File: config.mk
export PLATFORM = sky130hd
export DESIGN_NAME = sram_mem_ctrl
export DESIGN_NICKNAME = d
export VERILOG_FILES = /design/src/rtl/mem_ctrl_pkg.sv /design/src/rtl/mem_wait_counter.sv /design/src/rtl/sram_mem_ctrl.sv
export SDC_FILE = /design/constraint.sdc
export NUM_CORES = 1
export LEC_CHECK = 0
export ABC_AREA = 1
export BUFFER_PORTS_ARGS = -buffer_cell sky130_fd_sc_hd__clkbuf_2
export CAP_MARGIN = 40
export CELL_PAD_IN_SITES_DETAIL_PLACEMENT = 0
export CELL_PAD_IN_SITES_GLOBAL_PLACEMENT = 1
export CORE_UTILIZATION = 36
export DETAILED_ROUTE_END_ITERATION = 6
export PLACE_DENSITY_LB_ADDON = 0.1
export SYNTH_ARGS = -nofsm -noshare
export SYNTH_HDL_FRONTEND = slang
export SYNTH_SLANG_ARGS = --single-unit
File: constraint.sdc
create_clock -name clk -period 3.7 [get_ports clk]
set_clock_uncertainty 0.2 [all_clocks]
set_input_delay 0.74 -clock clk [delete_from_list [all_inputs] [get_ports clk]]
set_output_delay 0.74 -clock clk [all_outputs]
set_load 0.01 [all_outputs]
File: src/rtl/mem_ctrl_pkg.sv
// Shared types and defaults for the SRAM memory-stage controller.
// Contents: FSM state enum, default base address / wait cycles / SRAM address
// width, and the half-select bit appended to a word index to form a half-word
// address.
package mem_ctrl_pkg;

  typedef enum logic [1:0] {
    IDLE,
    LOW,
    HIGH,
    DONE
  } mem_state_t;

  localparam int unsigned MEM_BASE_ADDR   = 1024;
  localparam int unsigned MEM_WAIT_CYCLES = 5;
  localparam int unsigned MEM_SRAM_AW     = 18;

  // Half-word address LSB: selects data[15:0] or data[31:16] (little-endian).
  localparam logic HALF_LO = 1'b0;
  localparam logic HALF_HI = 1'b1;

endpackage

File: src/rtl/mem_wait_counter.sv
// Wait-cycle counter shared by the LOW and HIGH half-word phases.
// Ports:
//   clk, rst  - clock, synchronous active-high reset
//   clr       - force count to 0 (has priority over en)
//   en        - increment count
//   last      - count == WAIT_CYCLES-1, i.e. final cycle of a phase
module mem_wait_counter
  import mem_ctrl_pkg::*;
#(
  parameter int unsigned WAIT_CYCLES = MEM_WAIT_CYCLES
) (
  input  logic clk,
  input  logic rst,
  input  logic clr,
  input  logic en,
  output logic last
);

  logic [3:0] cnt_q;

  always_ff @(posedge clk) begin
    if (rst) begin
      cnt_q <= 4'd0;
    end else if (clr) begin
      cnt_q <= 4'd0;
    end else if (en) begin
      cnt_q <= cnt_q + 4'd1;
    end
  end

  assign last = (cnt_q == 4'(WAIT_CYCLES - 1));

endmodule

File: src/rtl/sram_mem_ctrl.sv
// Memory-stage controller: splits each 32-bit load/store into two half-word
// accesses on a 16-bit asynchronous SRAM, each held WAIT_CYCLES cycles, and
// holds ready low to freeze the pipeline until the word completes.
// Ports:
//   clk, rst               - clock, synchronous active-high reset
//   rd_en, wr_en           - load / store request (both set => store)
//   address, write_data    - byte address (word aligned) and store data
//   read_data              - last completed load result
//   ready                  - 0 stalls the pipeline
//   sram_addr, sram_wdata  - registered SRAM half-word address / write data
//   sram_rdata             - SRAM read data
//   sram_we_n              - active-low SRAM write enable
// Optional feature: define SRAM_MEM_CTRL_RDBUF_EN to add a one-entry read buffer
// that answers a repeated load of the same word in zero stall cycles.
module sram_mem_ctrl
  import mem_ctrl_pkg::*;
#(
  parameter int unsigned BASE_ADDR   = MEM_BASE_ADDR,
  parameter int unsigned WAIT_CYCLES = MEM_WAIT_CYCLES,
  parameter int unsigned SRAM_AW     = MEM_SRAM_AW
) (
  input  logic               clk,
  input  logic               rst,
  input  logic               rd_en,
  input  logic               wr_en,
  input  logic [31:0]        address,
  input  logic [31:0]        write_data,
  output logic [31:0]        read_data,
  output logic               ready,
  output logic [SRAM_AW-1:0] sram_addr,
  output logic [15:0]        sram_wdata,
  input  logic [15:0]        sram_rdata,
  output logic               sram_we_n
);

  mem_state_t state_q, state_d;

  logic               req, hit, start, last;
  logic               cnt_clr, cnt_en;
  logic [31:0]        addr_off;
  logic [SRAM_AW-2:0] cur_word;
  logic               unused_addr_bits;

  logic               is_wr_q;
  logic [15:0]        wdata_hi_q;
  logic [31:0]        rdata_q;
  logic [SRAM_AW-1:0] sram_addr_q;
  logic [15:0]        sram_wdata_q;

  assign req      = rd_en | wr_en;
  assign addr_off = address - 32'(BASE_ADDR);
  // Word index truncated to the SRAM; negative offsets wrap silently.
  assign cur_word = addr_off[SRAM_AW:2];
  assign unused_addr_bits = ^{addr_off[31:SRAM_AW+1], addr_off[1:0]};
  assign start    = (state_q == IDLE) & req & ~hit;

  mem_wait_counter #(
    .WAIT_CYCLES(WAIT_CYCLES)
  ) u_wait_counter (
    .clk (clk),
    .rst (rst),
    .clr (cnt_clr),
    .en  (cnt_en),
    .last(last)
  );

  // State register
  always_ff @(posedge clk) begin
    if (rst) begin
      state_q <= IDLE;
    end else begin
      state_q <= state_d;
    end
  end

  // Next state
  always_comb begin
    state_d = state_q;
    unique case (state_q)
      IDLE:    if (start) state_d = LOW;
      LOW:     if (last)  state_d = HIGH;
      HIGH:    if (last)  state_d = DONE;
      DONE:    state_d = IDLE;
      default: state_d = IDLE;
    endcase
  end

  // Outputs and counter control
  always_comb begin
    ready     = ((state_q == IDLE) & ~req) | (state_q == DONE) | hit;
    sram_we_n = ~(is_wr_q & ((state_q == LOW) | (state_q == HIGH)));
    cnt_en    = (state_q == LOW) | (state_q == HIGH);
    // Counter restarts at the start of each phase.
    cnt_clr   = (state_q == IDLE) | (state_q == DONE) | ((state_q == LOW) & last);
  end

  // Request capture and half-word sequencing
  always_ff @(posedge clk) begin
    if (rst) begin
      is_wr_q      <= 1'b0;
      wdata_hi_q   <= 16'd0;
      rdata_q      <= 32'd0;
      sram_addr_q  <= '0;
      sram_wdata_q <= 16'd0;
    end else if (start) begin
      is_wr_q      <= wr_en;
      wdata_hi_q   <= write_data[31:16];
      sram_addr_q  <= {cur_word, HALF_LO};
      sram_wdata_q <= write_data[15:0];
    end else if ((state_q == LOW) && last) begin
      sram_addr_q  <= {sram_addr_q[SRAM_AW-1:1], HALF_HI};
      sram_wdata_q <= wdata_hi_q;
      if (!is_wr_q) rdata_q[15:0] <= sram_rdata;
    end else if ((state_q == HIGH) && last) begin
      if (!is_wr_q) rdata_q[31:16] <= sram_rdata;
    end
  end

  assign sram_addr  = sram_addr_q;
  assign sram_wdata = sram_wdata_q;

`ifdef SRAM_MEM_CTRL_RDBUF_EN
  logic               buf_valid_q;
  logic [SRAM_AW-2:0] buf_tag_q;
  logic [31:0]        buf_data_q;

  // Tag is the SRAM word index, so aliased addresses share an entry like the SRAM.
  assign hit = (state_q == IDLE) & rd_en & ~wr_en & buf_valid_q & (buf_tag_q == cur_word);

  always_ff @(posedge clk) begin
    if (rst) begin
      buf_valid_q <= 1'b0;
      buf_tag_q   <= '0;
      buf_data_q  <= 32'd0;
    end else if ((state_q == DONE) && !is_wr_q) begin
      buf_valid_q <= 1'b1;
      buf_tag_q   <= sram_addr_q[SRAM_AW-1:1];
      buf_data_q  <= rdata_q;
    end else if (start && wr_en && (buf_tag_q == cur_word)) begin
      buf_valid_q <= 1'b0;
    end
  end

  assign read_data = hit ? buf_data_q : rdata_q;
`else
  assign hit       = 1'b0;
  assign read_data = rdata_q;
`endif

endmodule

==> reports/qor.csv <==
stage,metric,value,unit
status,outcome,"finished, final reports clean",
placed_design,portBuffers,136,
cells_and_area,layout_common_cells,"clkbuf_2 (136), nand2_1 (135), dfxtp_1 (89)",
synth,synthFlopType,dfxtp_1,
cts,cts_buffers,9,
synth,yosys.cell_types.count,28,
min_path,hold_path_class,reg -> reg,
floorplan,core,10400,um^2
synth,yosysTopAreaCellShare,46.2,%
timing,fmax,394,MHz
synth,synth_top_cell_by_area,dfxtp_1,
timing,slew_headroom,46.4,%
synth,yosysWarnings,0,
synth,synth_fp_nets,623,
setup_path,critPathLaunchType,flip-flop,
cts,cts-resized-gates,0,
synth,avgSynthCellArea,7.26,um^2
synth,syn_area,3850,um^2
synth,synthCells,531,
synth,ys_top_cells_by_area,"dfxtp_1 (46%), nand2_1 (13%), nor2_1 (8.2%)",
cells_and_area,nNetsFinal,745,
floorplan,die_h,105,um
timing,fin_crit,2.54,ns
power_and_ir_drop,power.leakage,2.33,nW
power_and_ir_drop,pwr-share-comb,36.5,%
setup_path,rrSetupSlack,1.17,ns
cts,cts_tree,yes,
power_and_ir_drop,vdd_ir_drop_max,288,uV
power_and_ir_drop,p_sw_share,38.3,%
drt,drtPass1Iterations,6,
power_and_ir_drop,p_seq_share,41.7,%
floorplan,initial_utilization,37.2,%
synth,yosysSeqAreaShare,46.2,%
cells_and_area,drive_gt1_share,27.2,%
floorplan,io_pins,152,
synth,ys_async_sr_fraction,0,%
setup_path,critPathMaxFanout,18,
timing,fin_ws,1.16,ns
timing,setup_viol_count_final,0,
cells_and_area,syn_to_final_growth,23.9,%
cells_and_area,fillers,1112,
cts,postCtsSetupBuffers,0,
power_and_ir_drop,p_int,1.83,mW
drt,via_count,3631,
drt,drc_errors,0,
setup_path,worstSetupEndpointType,output port,
cts,clkLatencyLatePin,0.35,ns
grt,overflow,0,
drt,via_per_inst,4.57,
floorplan,rows,37,
placed_design,post-place-ws,0.760,ns
floorplan,dieArea,11100,um^2
flow_run,maxCapViolations,0,
timing,setup_tns,0,ns
grt,grt_pass1_wl,15800,um
setup_path,slowest_delay,0.34,ns
cts,hold_buffers,0,
synth,synth_enable_flop_cells,0,
timing,finalHoldViolations,0,
grt,grt_usage,17.7,%
floorplan,die_w,105,um
timing,fin_hold_ws,0.276,ns
cts,path_clk_slew,0.09,ns
drt,wl_per_cell,12.3,um
power_and_ir_drop,fin_total_pwr,2.96,mW
synth,synth_seq_cells,89,
setup_path,required,2.76,ns
cts,clock_sinks,89,
timing,drv_slew,0,
placed_design,dp_hpwl,6600,um
cts,cts.path.max_buffers,2,
timing,rsz0062_at_grt,no,
cts,cts_max_level,3,
grt,antenna_found_initial,0,
cts,clock_tree.root_cell,clkbuf_8,
setup_path,crit_buf_inv,3,
setup_path,cp_top_family,buffers and inverters,
timing,fin_crit_sh,68.6,%
drt,drtAntennaViolNets,0,
cells_and_area,final_common_cell,clkbuf_2,
setup_path,critPathSlowestCell,dfxtp_1,
drt,drtIter0Drc,78,
power_and_ir_drop,pwr_density_cell,620,nW/um^2
grt,grt_max_degree,37,
timing,worst_pin_slew,0.801,ns
power_and_ir_drop,switchingPower,1.13,mW
setup_path,arrival,1.60,ns
cells_and_area,num_antenna_cells,0,
drt,finalWirelength,9730,um
grt,grt_pass1_vias,3311,
placed_design,place_congestion,0.734,
power_and_ir_drop,power.share.clock,21.9,%
setup_path,critical_path_class,reg -> out,
setup_path,path_cells,inv_1 -> ha_1 -> buf_4 -> nand3_1 -> nand2_1 -> clkbuf_2,
-- worst paths after layout --
check / from / endpoint / depth (start not counted)
hold / removal: wdata_hi_q[8] / wdata_hi_q[8] / 2
setup / recovery: state_q[0] / ready / 6
setup reg to reg: state_q[0] / read_data[1] / 9
hold reg to reg: wdata_hi_q[8] / wdata_hi_q[8] / 2
-- power by group through the flow --
stage / Clock [mW] / Sequential, mW / Combinational (mW)
4_1_cts: 0.678 / 1.23 / 1.10
3_3_place_gp: 0 / 1.25 / 1.08
6_report: 0.648 / 1.23 / 1.08
2_1_floorplan: 0 / 1.30 / 0.694
5_1_grt: 0.725 / 1.26 / 1.22
3_5_place_dp: 0 / 1.25 / 1.09
-- state kept, by name, summed over array words and instances (netlist names) --
signal / flops
sram_wdata: 16
read_data: 32
u_wait_counter.cnt_q: 4
sram_addr: 18
state_q: 2
is_wr_q: 1
wdata_hi_q: 16
-- routing by layer --
metal | up-vias | GRT usage [%] | wire length (um)
met2 | 89 | 28.8 | 4470
met1 | 1599 | 22.1 | 4510
met3 | 11 | 6.06 | 629
met4 | 0 | 4.93 | 113
met5 | - | 0 | 0
li1 | 1932 | - | -
-- per-stage QoR --
step           util, %  cell area, um^2  instances
3_3_place_gp      44.2             4590        778
5_1_grt           46.0             4770        794
6_report          46.0             4770        794
2_1_floorplan        -             3850        531
3_5_place_dp      44.2             4590        778
4_1_cts           46.0             4770        794
-- cell usage after synthesis, types with 2 or more instances --
master,count
nand2_1,135
buf_2,12
nand4_1,18
o21ai_0,20
nand2_2,3
nor2_4,2
nor2_2,12
clkbuf_1,9
buf_1,3
inv_2,2
nor2_1,84
a21oi_1,44
xor2_1,3
dfxtp_1,89
buf_4,5
ha_1,8
inv_1,33
nand3_1,39
-- logic make-up (layout without fill, tap and decap cells) --
group,Yosys count,in the layout,synth area share (%)
adder cells (fa/ha/maj),8,8,2.60
AND/OR/NAND/NOR,298,298,33.7
XOR/XNOR,4,4,0.910
buffers and inverters,67,194,8.02
flip-flops,89,89,46.2
AO/OA/AOI/OAI,65,65,8.51
-- tightest hold or removal path: cells and delay by family (launching register included) --
kind            cells  cell delay (ns)
compound gates      1             0.06
simple gates        1             0.07
flops               1             0.31
-- cell type report --
type | count | area [um^2] | share of cell area [%]
clock inverter | 5 | 56.3 | 1.18
multi-input combinational | 375 | 1760 | 36.9
inverter | 36 | 135 | 2.83
clock buffer | 11 | 131 | 2.75
sequential | 89 | 1780 | 37.3
tap | 136 | 170 | 3.56
timing repair buffer | 142 | 738 | 15.5
Power figures use the tool's default switching activity.
